`src/rtl/nebula_pkg.sv`:
```
// Shared NoC definitions: flit header layout, widths, VC and message codes,
// plus the injection arbiter state type.
package nebula_pkg;

    localparam int FLIT_PAYLOAD_W = 32;

    // Virtual channel assignment
    localparam int VC_REQ   = 0;
    localparam int VC_DATA0 = 1;
    localparam int VC_DATA1 = 2;
    localparam int VC_RSP   = 3;

    // Message type codes carried in the header
    localparam logic [2:0] NOC_MSG_RD_REQ  = 3'd0;
    localparam logic [2:0] NOC_MSG_WR_REQ  = 3'd1;
    localparam logic [2:0] NOC_MSG_WR_DATA = 3'd2;
    localparam logic [2:0] NOC_MSG_RD_RSP  = 3'd3;
    localparam logic [2:0] NOC_MSG_WR_RSP  = 3'd4;

    // Header occupies the flit MSBs; head and tail lead so they sit at fixed bits
    typedef struct packed {
        logic       head;
        logic       tail;
        logic [2:0] vclass;
        logic [2:0] msg;
        logic [7:0] dest;
    } flit_hdr_t;

    localparam int FLIT_HDR_W = $bits(flit_hdr_t);
    localparam int NOC_FLIT_W = FLIT_HDR_W + FLIT_PAYLOAD_W;
    localparam int VCLASS_W   = 3;

    // Header field positions counted down from the flit MSB
    localparam int HDR_HEAD_OFS = 1;
    localparam int HDR_TAIL_OFS = 2;
    localparam int HDR_VC_OFS   = 3;

    // Injection arbiter states
    typedef enum logic {
        ARB_IDLE,
        ARB_LOCKED
    } arb_state_e;

endpackage

```
`src/rtl/nebula_rr_pick.sv`:
```
// Combinational round-robin picker: first request at or after ptr, wrapping.
module nebula_rr_pick #(
    parameter int NUM_REQ = 3
) (
    input  logic [NUM_REQ-1:0]         req,
    input  logic [$clog2(NUM_REQ)-1:0] ptr,
    output logic [NUM_REQ-1:0]         grant,
    output logic [$clog2(NUM_REQ)-1:0] idx
);

    localparam int IW = $clog2(NUM_REQ);

    logic [IW-1:0] scan;

    // Scan offsets from farthest to nearest so the nearest request is kept last
    always_comb begin
        idx  = '0;
        scan = '0;
        for (int k = NUM_REQ - 1; k >= 0; k--) begin
            scan = IW'((int'(ptr) + k) % NUM_REQ);
            if (req[scan]) begin
                idx = scan;
            end
        end
        grant = (|req) ? (NUM_REQ'(1) << idx) : '0;
    end

endmodule

```
`src/rtl/nebula_niu_tx_arb.sv`:
```
// Wormhole round-robin arbiter sharing the NoC injection link between NIU
// flit sources, with per-VC credit gating toward the router input buffer.
// Handshake: a flit moves when tx_valid & tx_ready; tx_valid never depends on
// tx_ready, and the presented flit is held stable until it is accepted.
module nebula_niu_tx_arb
    import nebula_pkg::*;
#(
    parameter int NUM_REQ = 3,
    parameter int NUM_VC  = 4,
    parameter int CREDITS = 4,
    parameter int FLIT_W  = NOC_FLIT_W
) (
    input  logic                                  clk,
    input  logic                                  rst_n,
    input  logic [NUM_REQ-1:0]                    req_valid,
    input  logic [NUM_REQ*FLIT_W-1:0]             req_flit,
    output logic [NUM_REQ-1:0]                    req_ready,
    output logic                                  tx_valid,
    output logic [FLIT_W-1:0]                     tx_flit,
    input  logic                                  tx_ready,
    input  logic                                  credit_valid,
    input  logic [7:0]                            credit_vc,
    output logic [NUM_VC*$clog2(CREDITS+1)-1:0]   credit_cnt,
    output logic                                  busy,
    output logic                                  err,
    output arb_state_e                            state
);

    localparam int IW = $clog2(NUM_REQ);
    localparam int CW = $clog2(CREDITS + 1);

    logic [IW-1:0]         rr_ptr, lock_id, hold_id, pick_idx, sel_id;
    logic                  hold_q;
    logic [CW-1:0]         credit_q [NUM_VC];
    logic [NUM_REQ-1:0]    src_head, src_tail, cand, pick_grant;
    logic [VCLASS_W-1:0]   src_vc [NUM_REQ];
    logic                  sel_valid, sel_head, sel_tail, vc_ok, has_credit, accept;
    logic [VCLASS_W-1:0]   sel_vc;
    logic [NUM_VC-1:0]     inc_vec, dec_vec, full_vec;
    logic                  bad_cvc, overflow, lock_head_err;

    // Decode per-source header fields; only head flits compete while idle
    always_comb begin
        for (int i = 0; i < NUM_REQ; i++) begin
            src_head[i] = req_flit[i*FLIT_W + FLIT_W - HDR_HEAD_OFS];
            src_tail[i] = req_flit[i*FLIT_W + FLIT_W - HDR_TAIL_OFS];
            src_vc[i]   = req_flit[i*FLIT_W + FLIT_W - HDR_VC_OFS -: VCLASS_W];
            cand[i]     = req_valid[i] & src_head[i];
        end
    end

    nebula_rr_pick #(
        .NUM_REQ (NUM_REQ)
    ) u_pick (
        .req   (cand),
        .ptr   (rr_ptr),
        .grant (pick_grant),
        .idx   (pick_idx)
    );

    // Choose the source on the link: locked owner, held pick, or fresh pick
    always_comb begin
        if (state == ARB_LOCKED) begin
            sel_id    = lock_id;
            sel_valid = req_valid[lock_id];
        end else if (hold_q) begin
            sel_id    = hold_id;
            sel_valid = cand[hold_id];
        end else begin
            sel_id    = pick_idx;
            sel_valid = |pick_grant;
        end
        sel_head = src_head[sel_id];
        sel_tail = src_tail[sel_id];
        sel_vc   = src_vc[sel_id];
    end

    // Credit lookup for the selected flit's VC; out-of-range VCs are never ok
    always_comb begin
        vc_ok      = 1'b0;
        has_credit = 1'b0;
        for (int v = 0; v < NUM_VC; v++) begin
            if (int'(sel_vc) == v) begin
                vc_ok      = 1'b1;
                has_credit = (credit_q[v] != '0);
            end
        end
    end

    assign tx_flit  = req_flit[int'(sel_id)*FLIT_W +: FLIT_W];
    assign tx_valid = sel_valid & vc_ok & has_credit;
    assign accept   = tx_valid & tx_ready;
    assign busy     = (state == ARB_LOCKED);

    // Only the selected source sees ready, and only on a handshake
    always_comb begin
        req_ready = '0;
        if (accept) begin
            req_ready[sel_id] = 1'b1;
        end
    end

    // Per-VC consume/return strobes and the packed credit view
    always_comb begin
        inc_vec    = '0;
        dec_vec    = '0;
        full_vec   = '0;
        credit_cnt = '0;
        for (int v = 0; v < NUM_VC; v++) begin
            inc_vec[v]             = credit_valid & (int'(credit_vc) == v);
            dec_vec[v]             = accept & (int'(sel_vc) == v);
            full_vec[v]            = (credit_q[v] == CW'(CREDITS));
            credit_cnt[v*CW +: CW] = credit_q[v];
        end
    end

    assign bad_cvc       = credit_valid & (int'(credit_vc) >= NUM_VC);
    assign overflow      = |(inc_vec & ~dec_vec & full_vec);
    assign lock_head_err = (state == ARB_LOCKED) & sel_valid & sel_head;

    // Arbitration FSM: pointer advance, packet lock and pick hold under backpressure
    always_ff @(posedge clk or negedge rst_n) begin
        if (!rst_n) begin
            state   <= ARB_IDLE;
            rr_ptr  <= '0;
            lock_id <= '0;
            hold_q  <= 1'b0;
            hold_id <= '0;
        end else begin
            case (state)
                ARB_IDLE: begin
                    hold_q  <= tx_valid & ~tx_ready;
                    hold_id <= sel_id;
                    if (accept) begin
                        rr_ptr <= (int'(sel_id) == NUM_REQ - 1) ? '0 : sel_id + 1'b1;
                        if (!sel_tail) begin
                            lock_id <= sel_id;
                            state   <= ARB_LOCKED;
                        end
                    end
                end
                ARB_LOCKED: begin
                    hold_q <= 1'b0;
                    if (accept && sel_tail) begin
                        state <= ARB_IDLE;
                    end
                end
                default: state <= ARB_IDLE;
            endcase
        end
    end

    // Credit counters: simultaneous consume and return cancel; saturate at CREDITS
    always_ff @(posedge clk or negedge rst_n) begin
        if (!rst_n) begin
            for (int v = 0; v < NUM_VC; v++) begin
                credit_q[v] <= CW'(CREDITS);
            end
        end else begin
            for (int v = 0; v < NUM_VC; v++) begin
                if (inc_vec[v] && !dec_vec[v] && !full_vec[v]) begin
                    credit_q[v] <= credit_q[v] + 1'b1;
                end else if (dec_vec[v] && !inc_vec[v]) begin
                    credit_q[v] <= credit_q[v] - 1'b1;
                end
            end
        end
    end

    // Sticky error: credit overflow, bad credit VC, bad flit VC, head inside a packet
    always_ff @(posedge clk or negedge rst_n) begin
        if (!rst_n) begin
            err <= 1'b0;
        end else if (overflow || bad_cvc || (sel_valid && !vc_ok) || lock_head_err) begin
            err <= 1'b1;
        end
    end

endmodule

```
`config.mk`:
```
export PLATFORM = sky130hd
export DESIGN_NAME = nebula_niu_tx_arb
export DESIGN_NICKNAME = d
export VERILOG_FILES = /design/src/rtl/nebula_pkg.sv /design/src/rtl/nebula_rr_pick.sv /design/src/rtl/nebula_niu_tx_arb.sv
export SDC_FILE = /design/constraint.sdc
export NUM_CORES = 1
export LEC_CHECK = 0
export BUFFER_PORTS_ARGS = -buffer_cell sky130_fd_sc_hd__clkbuf_2
export CAP_MARGIN = 20
export CORE_MARGIN = 3
export CORE_UTILIZATION = 40
export CTS_BUF_LIST = sky130_fd_sc_hd__clkbuf_2
export DETAILED_ROUTE_END_ITERATION = 16
export PLACE_DENSITY_LB_ADDON = 0.1
export SLEW_MARGIN = 40
export SYNTH_ARGS = -nofsm -noshare
export SYNTH_HDL_FRONTEND = slang
export SYNTH_SLANG_ARGS = --single-unit
```
`constraint.sdc`:
```
create_clock -name clk -period 11.9 [get_ports clk]
set_input_delay 2.38 -clock clk [delete_from_list [all_inputs] [get_ports clk]]
set_output_delay 2.38 -clock clk [all_outputs]
set_load 0.01 [all_outputs]
```
==> results by group, run 1 <==
Run status
  – Status: finished clean

Hold path
  – Min-delay worst type: register to register

Clocking
  – Max Root-Sink Buffers: 2
  – CTS clk-pin slew, worst paths: 0.24 ns
  – CTS H-tree depth: 1
  – Worst-skew pair later-pin latency: approximately 0.36 ns
  – CTS Buf Count: 3
  – Clock sink count: 21
  – Post-CTS sizing: 0
  – CTS tree: yes
  – Hold_buf cts: 0
  – Post-CTS setup buffers: 0
  – Root buf cell: clkbuf_2

Logic synthesis
  – Post-synth ARST share: 100%
  – Synth warn: 0
  – Mapped Area: 2930 um^2
  – Post-synth EDFFs: 0
  – Yosys cell types: just over 70
  – FF+latch count, synth: 21
  – Mean Syn Cell Area: roughly 7.9 um^2
  – Main synth FF type: dfrtp_1
  – Sequential share of the synthesized area: 18.1%
  – Post-synthesis cell count: 370
  – Post-Syn Nets: between 500 and 600

Power and ir drop
  – Switching Share: between 50% and 60%
  – Total Power: between 1000 and 1500 uW
  – Pint: ~500 uW
  – Clock share of power: roughly 3%
  – Leak: 0.00220 uW
  – Sw Pwr: around 640 uW
  – Logic pwr share: between 80% and 90%
  – Maximum VDD drop: 0.000135 V
  – Sequential share of power: 14.1%
  – PD cells: 278 nW/um^2

GRT
  – Total gr overflow: 0
  – Global-route wire length before repair: 17800 um
  – Initial antenna violation count: 0
  – Vias in the first global route: about 3500
  – GRT Total Usage: a little over a quarter
  – GR peak layer: met2
  – GRT met3 Usage: 9.03%
  – GR Layer Usage met2: a little over two fifths
  – Largest net degree at the start of global routing: 56
  – Routing usage on met1: approximately a third

Timing
  – Hold slack: about 0.53 ns
  – Worst-Margin Slew: between 0.8 and 0.9 ns
  – Slew headroom: between 40% and 50%
  – Hold Fails Final Rpt: 0
  – Final setup viols: 0
  – Post-route minimum period: just over 8 ns
  – Final count of pins violating max slew: 0
  – Setup TNS: 0 ns
  – Fmax: approximately 120 MHz
  – Clock Skews: roughly 0.014 ns
  – Period utilisation layout: 68.1%
  – RSZ-0062 raised after global routing: false

Final layout
  – # nets final: roughly 750
  – # diodes: 0
  – Layout cells sized above 1: 45.1%
  – Layout area overhead: 40.9%
  – Final Util: approximately three fifths
  – # fillers: approximately 680

Critical path
  – Type of the worst setup path: input port to output port
  – Critical Path AT: approximately 5.7 ns
  – CP Max Fanout: between 40 and 50
  – Req. time, crit path: 9.52 ns
  – Crit path capture type: output port
  – Startpoint Class: input port

Routing
  – Routed Antenna Nets: 0
  – Wire per inst: 16.7 um
  – Final wirelength: around 11000 um
  – Residual DRC: 0
  – Via/cell ratio: ~5.4
  – DR vias: between 3000 and 4000
  – Drt first-iter violations: 142
  – DRT Pass-1 Iters: 5

Die
  – Die W: between 90 and 100 um
  – Die Ht: roughly 92 um
  – Floorplan row count: 30
  – Initial Util: a little over two fifths
  – Die Area: between 8000 and 9000 um^2
  – Core Footprint: 6940 um^2
  – I/O pins: roughly 230

Placement
  – Routability cong.: ~0.94
  – IO Port Bufs: approximately 230
  – Detailed placement HPWL: slightly above 9000 um

Run
  – Max-cap violations: 0
==> state kept, by name, summed over array words and instances, names as in the netlist, named ones only <==
signal	count
hold_q	1
hold_id	2
lock_id	2
err	1
rr_ptr	2
credit_cnt	12
==> worst paths after layout <==
| kind | from | to | slack, ns | cells after the start |
|---|---|---|---|---|
| worst max register to register | rr_ptr[1] | credit_cnt[8] | 7.21 | 15 |
| min in group asynchronous | rst_n | err | 1.96 | 1 |
| worst max-delay path | req_flit[143] | req_ready[0] | 3.80 | 11 |
| max in group asynchronous | rst_n | hold_id[1] | 9.55 | 1 |
| worst min register to register | credit_cnt[11] | credit_cnt[11] | 0.53 | 1 |
| worst min-delay path | credit_cnt[11] | credit_cnt[11] | 0.53 | 1 |
==> metrics by stage <==
| step | instance area [um^2] | worst slack [ns] | instances |
|---|---|---|---|
| global placement | 4110 | 4.00 | 673 |
| floorplan | 2930 | 4.62 | 370 |
| detailed placement | 4110 | 3.90 | 673 |
| global route | 4130 | 3.60 | 677 |
| finish | 4130 | 3.80 | 677 |
| CTS | 4130 | 3.88 | 677 |
==> critical path: stages <==
cell,delay [ns]
clkbuf_2,0.14
nand4b_1,0.21
nand4_1,0.23
a311o_1,0.32
nand2_2,0.07
buf_4,0.36
a221oi_4,0.49
nand2_1,0.22
or4_1,0.73
nor3_1,0.35
clkbuf_2,0.20
==> cells in the mapped netlist (3+ instances only) <==
cell | count | area (um^2)
a211oi_1 | 5 | 37.5
nand3b_1 | 3 | 22.5
nand2b_1 | 4 | 25.0
nor2b_1 | 3 | 18.8
dfrtp_1 | 17 | 425
nand4b_1 | 5 | 43.8
fa_1 | 4 | 80.1
nor3_1 | 9 | 45.0
nand4_1 | 7 | 43.8
dfstp_2 | 4 | 105
o211ai_1 | 5 | 37.5
nor2_1 | 12 | 45.0
inv_1 | 6 | 22.5
clkbuf_1 | 11 | 41.3
nor4_1 | 3 | 18.8
buf_4 | 3 | 22.5
nand2_1 | 67 | 251
o21ai_0 | 53 | 265
o21a_1 | 4 | 30.0
mux2_2 | 9 | 101
mux2i_1 | 52 | 521
ha_1 | 3 | 37.5
and3_1 | 3 | 18.8
and2_1 | 6 | 37.5
buf_1 | 4 | 15.0
nor3b_1 | 3 | 22.5
nand3_1 | 3 | 15.0
==> power by group through the flow <==
stage	sequential, uW	clock [uW]	combinational [uW]
6_report	162	34.7	951
5_1_grt	171	38.0	1040
4_1_cts	163	35.0	954
3_5_place_dp	165	0	951
3_3_place_gp	164	0	940
2_1_floorplan	153	0	643
==> routing by layer <==
| metal | part of all wire, % | routed length, um |
|---|---|---|
| met5 | 0 | 0 |
| met1 | 39 | 4410 |
| met4 | 1.5 | 167 |
| met2 | 49 | 5510 |
| met3 | 11 | 1230 |
==> area by class of cell <==
class                           instances  area [um^2]  area share (%)
Multi-Input combinational cell        319         2280            55.1
Timing Repair Buffer                  228         1150            27.8
Sequential cell                        21          531            12.8
Tap cell                               96          120            2.91
Inverter                                9         33.8           0.818
Clock buffer                            4         20.0           0.485
==> placed cells by master, fill, tap and decap left out, drive strengths merged, types with 5 or more instances in the layout <==
cell type,count
a211oi,5
and2,6
clkbuf,229
dfrtp,17
inv,8
mux2,10
mux2i,52
nand2,68
nand4,7
nand4b,5
nor2,12
nor3,9
o211ai,5
o21ai,55
==> cell families (layout without fill, tap and decap cells) <==
kind of cell | Yosys count | count (layout) | share of synthesized area, %
muxes | 62 | 62 | 21.6
adders and majority gates | 7 | 7 | 4.01
AOI/OAI and AO/OA | 105 | 105 | 25.2
DFF | 21 | 21 | 18.1
xor gates and xnor gates | 4 | 4 | 1.20
buffers and inverters | 30 | 241 | 4.57
and+or+nand+nor | 141 | 141 | 25.3
Note: power is estimated with default switching activity, not from simulation.
==> run 2, diff against run 1 <==
- CORE_UTILIZATION: 40 -> 38
- clock period: 11.9 -> 7.1 ns (I/O delays scaled with it)
==> run 2 against run 1 <==
Effect of this change: global-route usage decreased by 2.1 points; routed wire length increased by 0.59%; count of clock-buffer cells in the layout decreased by 1; first-iteration DRC count decreased by 34%; critical endpoint is now req_ready[1]; core utilization decreased by 3.4 points.
==> results by group, run 2 (synthesis gave the netlist of run 1 again) <==
Final layout
  – Layout cells sized above 1: between 40 and 50%
  – Commonest non-fill, non-tap cell in the layout: clkbuf_2
  – # nets final: 748
  – Most frequent cells in the layout: 228 x clkbuf_2, 67 x nand2_1, 53 x o21ai_0, 52 x mux2i_1, 17 x dfrtp_1
  – # diodes: 0
  – Final Util: between 50 and 60%
  – Layout area overhead: 41.1%
  – Largest register FFs: 12
  – Final std cells w/o fill: between 600 and 700

Routing
  – Residual DRC: 0
  – Wire per inst: about 17 um
  – DR vias: 3695
  – Drt first-iter violations: 94
  – DRT Pass-1 Iters: 6
  – Via/cell ratio: roughly 5.4
  – Final wirelength: ~11000 um
  – Routed Antenna Nets: 0

Timing
  – Period utilisation layout: a little over 80%
  – Final setup viols: 0
  – Slew headroom: between 40% and 50%
  – Final count of pins violating max slew: 0
  – RSZ-0062 raised after global routing: false
  – Final WS setup: around 1.2 ns
  – Post-route minimum period: around 5.9 ns
  – Clock Skews: 0.0239 ns
  – Setup TNS: 0 ns
  – Worst-Margin Slew: 0.753 ns
  – Fmax: between 150 and 200 MHz
  – Hold Fails Final Rpt: 0

Hold path
  – Min-delay worst type: register to register

Die
  – Die W: 93.8 um
  – Core Footprint: between 7000 and 8000 um^2
  – Die Area: a little under 9000 um^2
  – Floorplan row count: 31
  – Initial Util: between 30 and 40%
  – I/O pins: between 200 and 250
  – Die Ht: 93.8 um

GRT
  – Initial antenna violation count: 0
  – Total gr overflow: 0
  – Vias in the first global route: around 3400
  – Largest net degree at the start of global routing: 50
  – GRT Total Usage: between 20% and 30%
  – Global-route wire length before repair: between 15000 and 20000 um

Placement
  – Routability cong.: 0.930
  – DP Worst Slack: around 1.2 ns
  – Detailed placement HPWL: slightly above 9000 um
  – IO Port Bufs: about 230
  – Placed Cells: approximately 680

Clocking
  – Clock sink count: 21
  – Post-CTS setup buffers: 0
  – Max Root-Sink Buffers: 2
  – CTS tree: yes
  – Root buf cell: clkbuf_2
  – CTS Buf Count: 3
  – Worst-skew pair later-pin latency: 0.36 ns
  – Post-CTS sizing: 0
  – CTS clk-pin slew, worst paths: 0.25 ns
  – Hold_buf cts: 0
  – CTS H-tree depth: 1

Critical path
  – Critical Path AT: between 4 and 5 ns
  – CP Max Fanout: 10
  – Setup crit end: req_ready[1]
  – Critical R2R Capture: credit_cnt[7]
  – Flop2flop setup slack: around 2.6 ns
  – Type of the worst setup path: input port to output port
  – Worst r2r src: rr_ptr[1]
  – Req. time, crit path: ~5.7 ns
  – R2R depth: 12
  – Startpoint Class: input port
  – Crit path capture type: output port
  – Crit. Startpoint: req_flit[143]

Run status
  – Status: finished clean

Run
  – Max-cap violations: 0

Power and ir drop
  – Maximum VDD drop: 0.000237 V
  – PD cells: about 460 nW/um^2
  – Leak: roughly 0.0022 uW
  – Total Power: between 1500 and 2000 uW
run 2: cell types whose count changed in the layout (fill, tap and decap cells not counted), sizes merged:
cell | previous run | this run
clkbuf | 229 | 228
clkinv | 1 | 2
run 2: metrics by stage:
step,hold slack (ns),area [um^2]
floorplan,0.501,2930
global placement,0.499,4110
detailed placement,0.500,4110
CTS,0.528,4130
global route,0.543,4130
finish,0.525,4130
run 2: per-layer routing:
layer / vias to the layer above / share of wire, % / track usage [%]
li1: 1813 / - / -
met1: 1678 / 40 / 29.7
met2: 186 / 48 / 40.7
met3: 18 / 11 / 8.09
met4: 0 / 1.2 / 3.97
met5: - / 0 / 0
run 2: worst min-delay path by stage:
stage | from | endpoint | slack (ns) | depth (start not counted)
2_1_floorplan | credit_cnt[11] | credit_cnt[11] | 0.50 | 1
3_3_place_gp | credit_cnt[2] | credit_cnt[2] | 0.50 | 1
3_5_place_dp | credit_cnt[2] | credit_cnt[2] | 0.50 | 1
4_1_cts | credit_cnt[2] | credit_cnt[2] | 0.53 | 1
5_1_grt | credit_cnt[2] | credit_cnt[2] | 0.54 | 1
6_report | credit_cnt[2] | credit_cnt[2] | 0.52 | 1
run 2: final cells by class:
type | count | area [um^2]
multi-input cells | 319 | 2280
fillers | 749 | 3240
flip-flops and latches | 21 | 531
clock inverters | 1 | 5.00
clock buffers | 3 | 15.0
repair buffers | 228 | 1150
well taps | 99 | 124
inverters | 9 | 33.8
run 2: power breakdown:
group          switching, uW  internal, uW
combinational            929           658
sequential              94.8           178
clock                   43.5          12.8
total                   1070           850
run 2: critical path, cell delays in order:
cell	delay [ns]
clkbuf_2	0.15
nand4b_1	0.21
nand4_1	0.22
a311o_1	0.31
and2_1	0.28
o211a_2	0.29
clkinv_1	0.23
and3_1	0.22
or4_1	0.64
nor4_1	0.29
clkbuf_2	0.20
==> run 3, diff against run 2 <==
- clock period: 7.1 -> 5.2 ns (I/O delays scaled with it)
==> run 3 against run 2 <==
Effect of this change: routed wire length decreased by 0.40%; sequential share of layout area decreased by 0.15 points; sequential power increased by 36%; worst setup slack got worse by 0.94 ns; critical endpoint is now req_ready[2].
==> results by group, run 3 (synthesis gave the netlist of run 1 again) <==
Placement
  – Detailed placement HPWL: roughly 9400 um
  – DP Worst Slack: roughly 0.24 ns
  – Routability cong.: between 0.9 and 1
  – DP Area: 4140 um^2
  – IO Port Bufs: around 230

Clocking
  – Worst-skew pair later-pin latency: between 0.3 and 0.4 ns
  – Root buf cell: clkbuf_2
  – CTS Buf Count: 3
  – Post-CTS setup buffers: 0
  – CTS H-tree depth: 1
  – CTS tree: yes
  – Max Root-Sink Buffers: 2
  – CTS clk-pin slew, worst paths: 0.23 ns
  – Hold_buf cts: 0
  – Clock sink count: 21

GRT
  – GRT Total Usage: a little under a quarter
  – Largest net degree at the start of global routing: 46
  – Initial antenna violation count: 0
  – Total gr overflow: 0
  – Vias in the first global route: 3439
  – Global-route wire length before repair: 16900 um

Die
  – Initial Util: approximately two fifths
  – I/O pins: about 230
  – Die Area: roughly 8800 um^2
  – Core Footprint: ~7400 um^2
  – Die W: approximately 94 um
  – Floorplan row count: 31
  – Die Ht: about 94 um

Run
  – Max-cap violations: 0

Final layout
  – Layout area overhead: 42.8%
  – # diodes: 0
  – Layout cells sized above 1: 46.3%
  – Most frequent cells in the layout: 229 x clkbuf_2, 66 x nand2_1, 53 x o21ai_0, 52 x mux2i_1, 17 x dfrtp_1
  – # nets final: between 700 and 800
  – Commonest non-fill, non-tap cell in the layout: clkbuf_2
  – Largest register FFs: 12
  – Final instance area: about 4200 um^2

Run status
  – Status: finished clean

Hold path
  – Min-delay worst type: register to register

Routing
  – Final wirelength: 11300 um
  – Residual DRC: 0
  – DR vias: between 3000 and 4000
  – Routed Antenna Nets: 0
  – DRT Pass-1 Iters: 4
  – Wire per inst: 16.6 um
  – Drt first-iter violations: approximately 120
  – Via/cell ratio: ~5.3

Power and ir drop
  – Leak: 0.00222 uW
  – PD cells: about 630 nW/um^2
  – Maximum VDD drop: ~0.00037 V
  – Total Power: between 2000 and 3000 uW

Timing
  – Final count of pins violating max slew: 0
  – Clock Skews: 0.00192 ns
  – Post-route minimum period: between 4 and 5 ns
  – Worst-Margin Slew: approximately 0.84 ns
  – Fmax: just over 200 MHz
  – Final setup viols: 0
  – Slew headroom: 43.9%
  – RSZ-0062 raised after global routing: false
  – Setup TNS: 0 ns
  – Final WS setup: 0.266 ns
  – Period utilisation layout: a little over nine tenths
  – Hold Fails Final Rpt: 0

Critical path
  – Slowest cell on the critical path: or4_4
  – Critical Path AT: roughly 3.9 ns
  – Crit path buffers/inverters: 2
  – CP Max Fanout: 8
  – CP delay by family, top: simple AND/OR/NAND/NOR gates
  – Crit path cell chain: inv_1 -> ha_1 -> and3_1 -> o32a_1 -> o21a_1 -> and2_1 -> a221oi_4 -> nand2_2 -> or4_4 -> nor3_1 -> clkbuf_2
  – Crit path capture type: output port
  – Startpoint Class: register
  – Req. time, crit path: between 4 and 5 ns
  – Type of the worst setup path: register to output port
  – Crit-path max cell delay: roughly 0.6 ns
run 3: cell count changes in the layout (fill, tap and decap cells not counted), sizes merged:
| cell | previous run | this run |
|---|---|---|
| clkinv | 2 | 1 |
| clkbuf | 228 | 229 |
| buf | 3 | 7 |
run 3: power by group:
| group | switching, uW | total [uW] | internal (uW) |
|---|---|---|---|
| clock network | 58.6 | 78.9 | 20.3 |
| registers | 128 | 372 | 244 |
| logic | 1280 | 2200 | 921 |
| total | 1470 | 2650 | 1190 |
run 3: routing by layer:
layer	track usage, %	part of all wire, %
met4	3.97	1.5
met5	0	0
met3	6.41	9.1
met2	40.3	48
met1	30.8	41
run 3: layout make-up:
cell class              instances  area (um^2)
fillers                       747         3190
multi-input cells             319         2300
flip-flops and latches         21          531
inverters                       9         33.8
well taps                      99          124
repair buffers                232         1180
clock buffers                   4         20.0
run 3: timing repair:
item,CTS,global route
resized for setup,0,5
hold endpoints to repair,0,0
endpoints found under the setup margin,0,4
run 3: path summary, 6_finish.rpt:
check,from,end,slack (ns),cells past startpoint
setup / recovery,rr_ptr[0],req_ready[2],0.27,11
hold / removal,credit_cnt[2],credit_cnt[2],0.53,1
setup reg to reg,rr_ptr[0],credit_cnt[7],0.90,13
hold reg to reg,credit_cnt[2],credit_cnt[2],0.53,1
max in group asynchronous,rst_n,credit_cnt[11],4.19,1
min in group asynchronous,rst_n,credit_cnt[0],0.63,1
run 3: through the flow:
step                instances  utilization [%]  hold slack [ns]
floorplan                 370                -            0.501
global placement          680             56.2            0.500
detailed placement        680             56.2            0.504
CTS                       684             56.5            0.531
global route              684             56.8            0.545
finish                    684             56.8            0.527
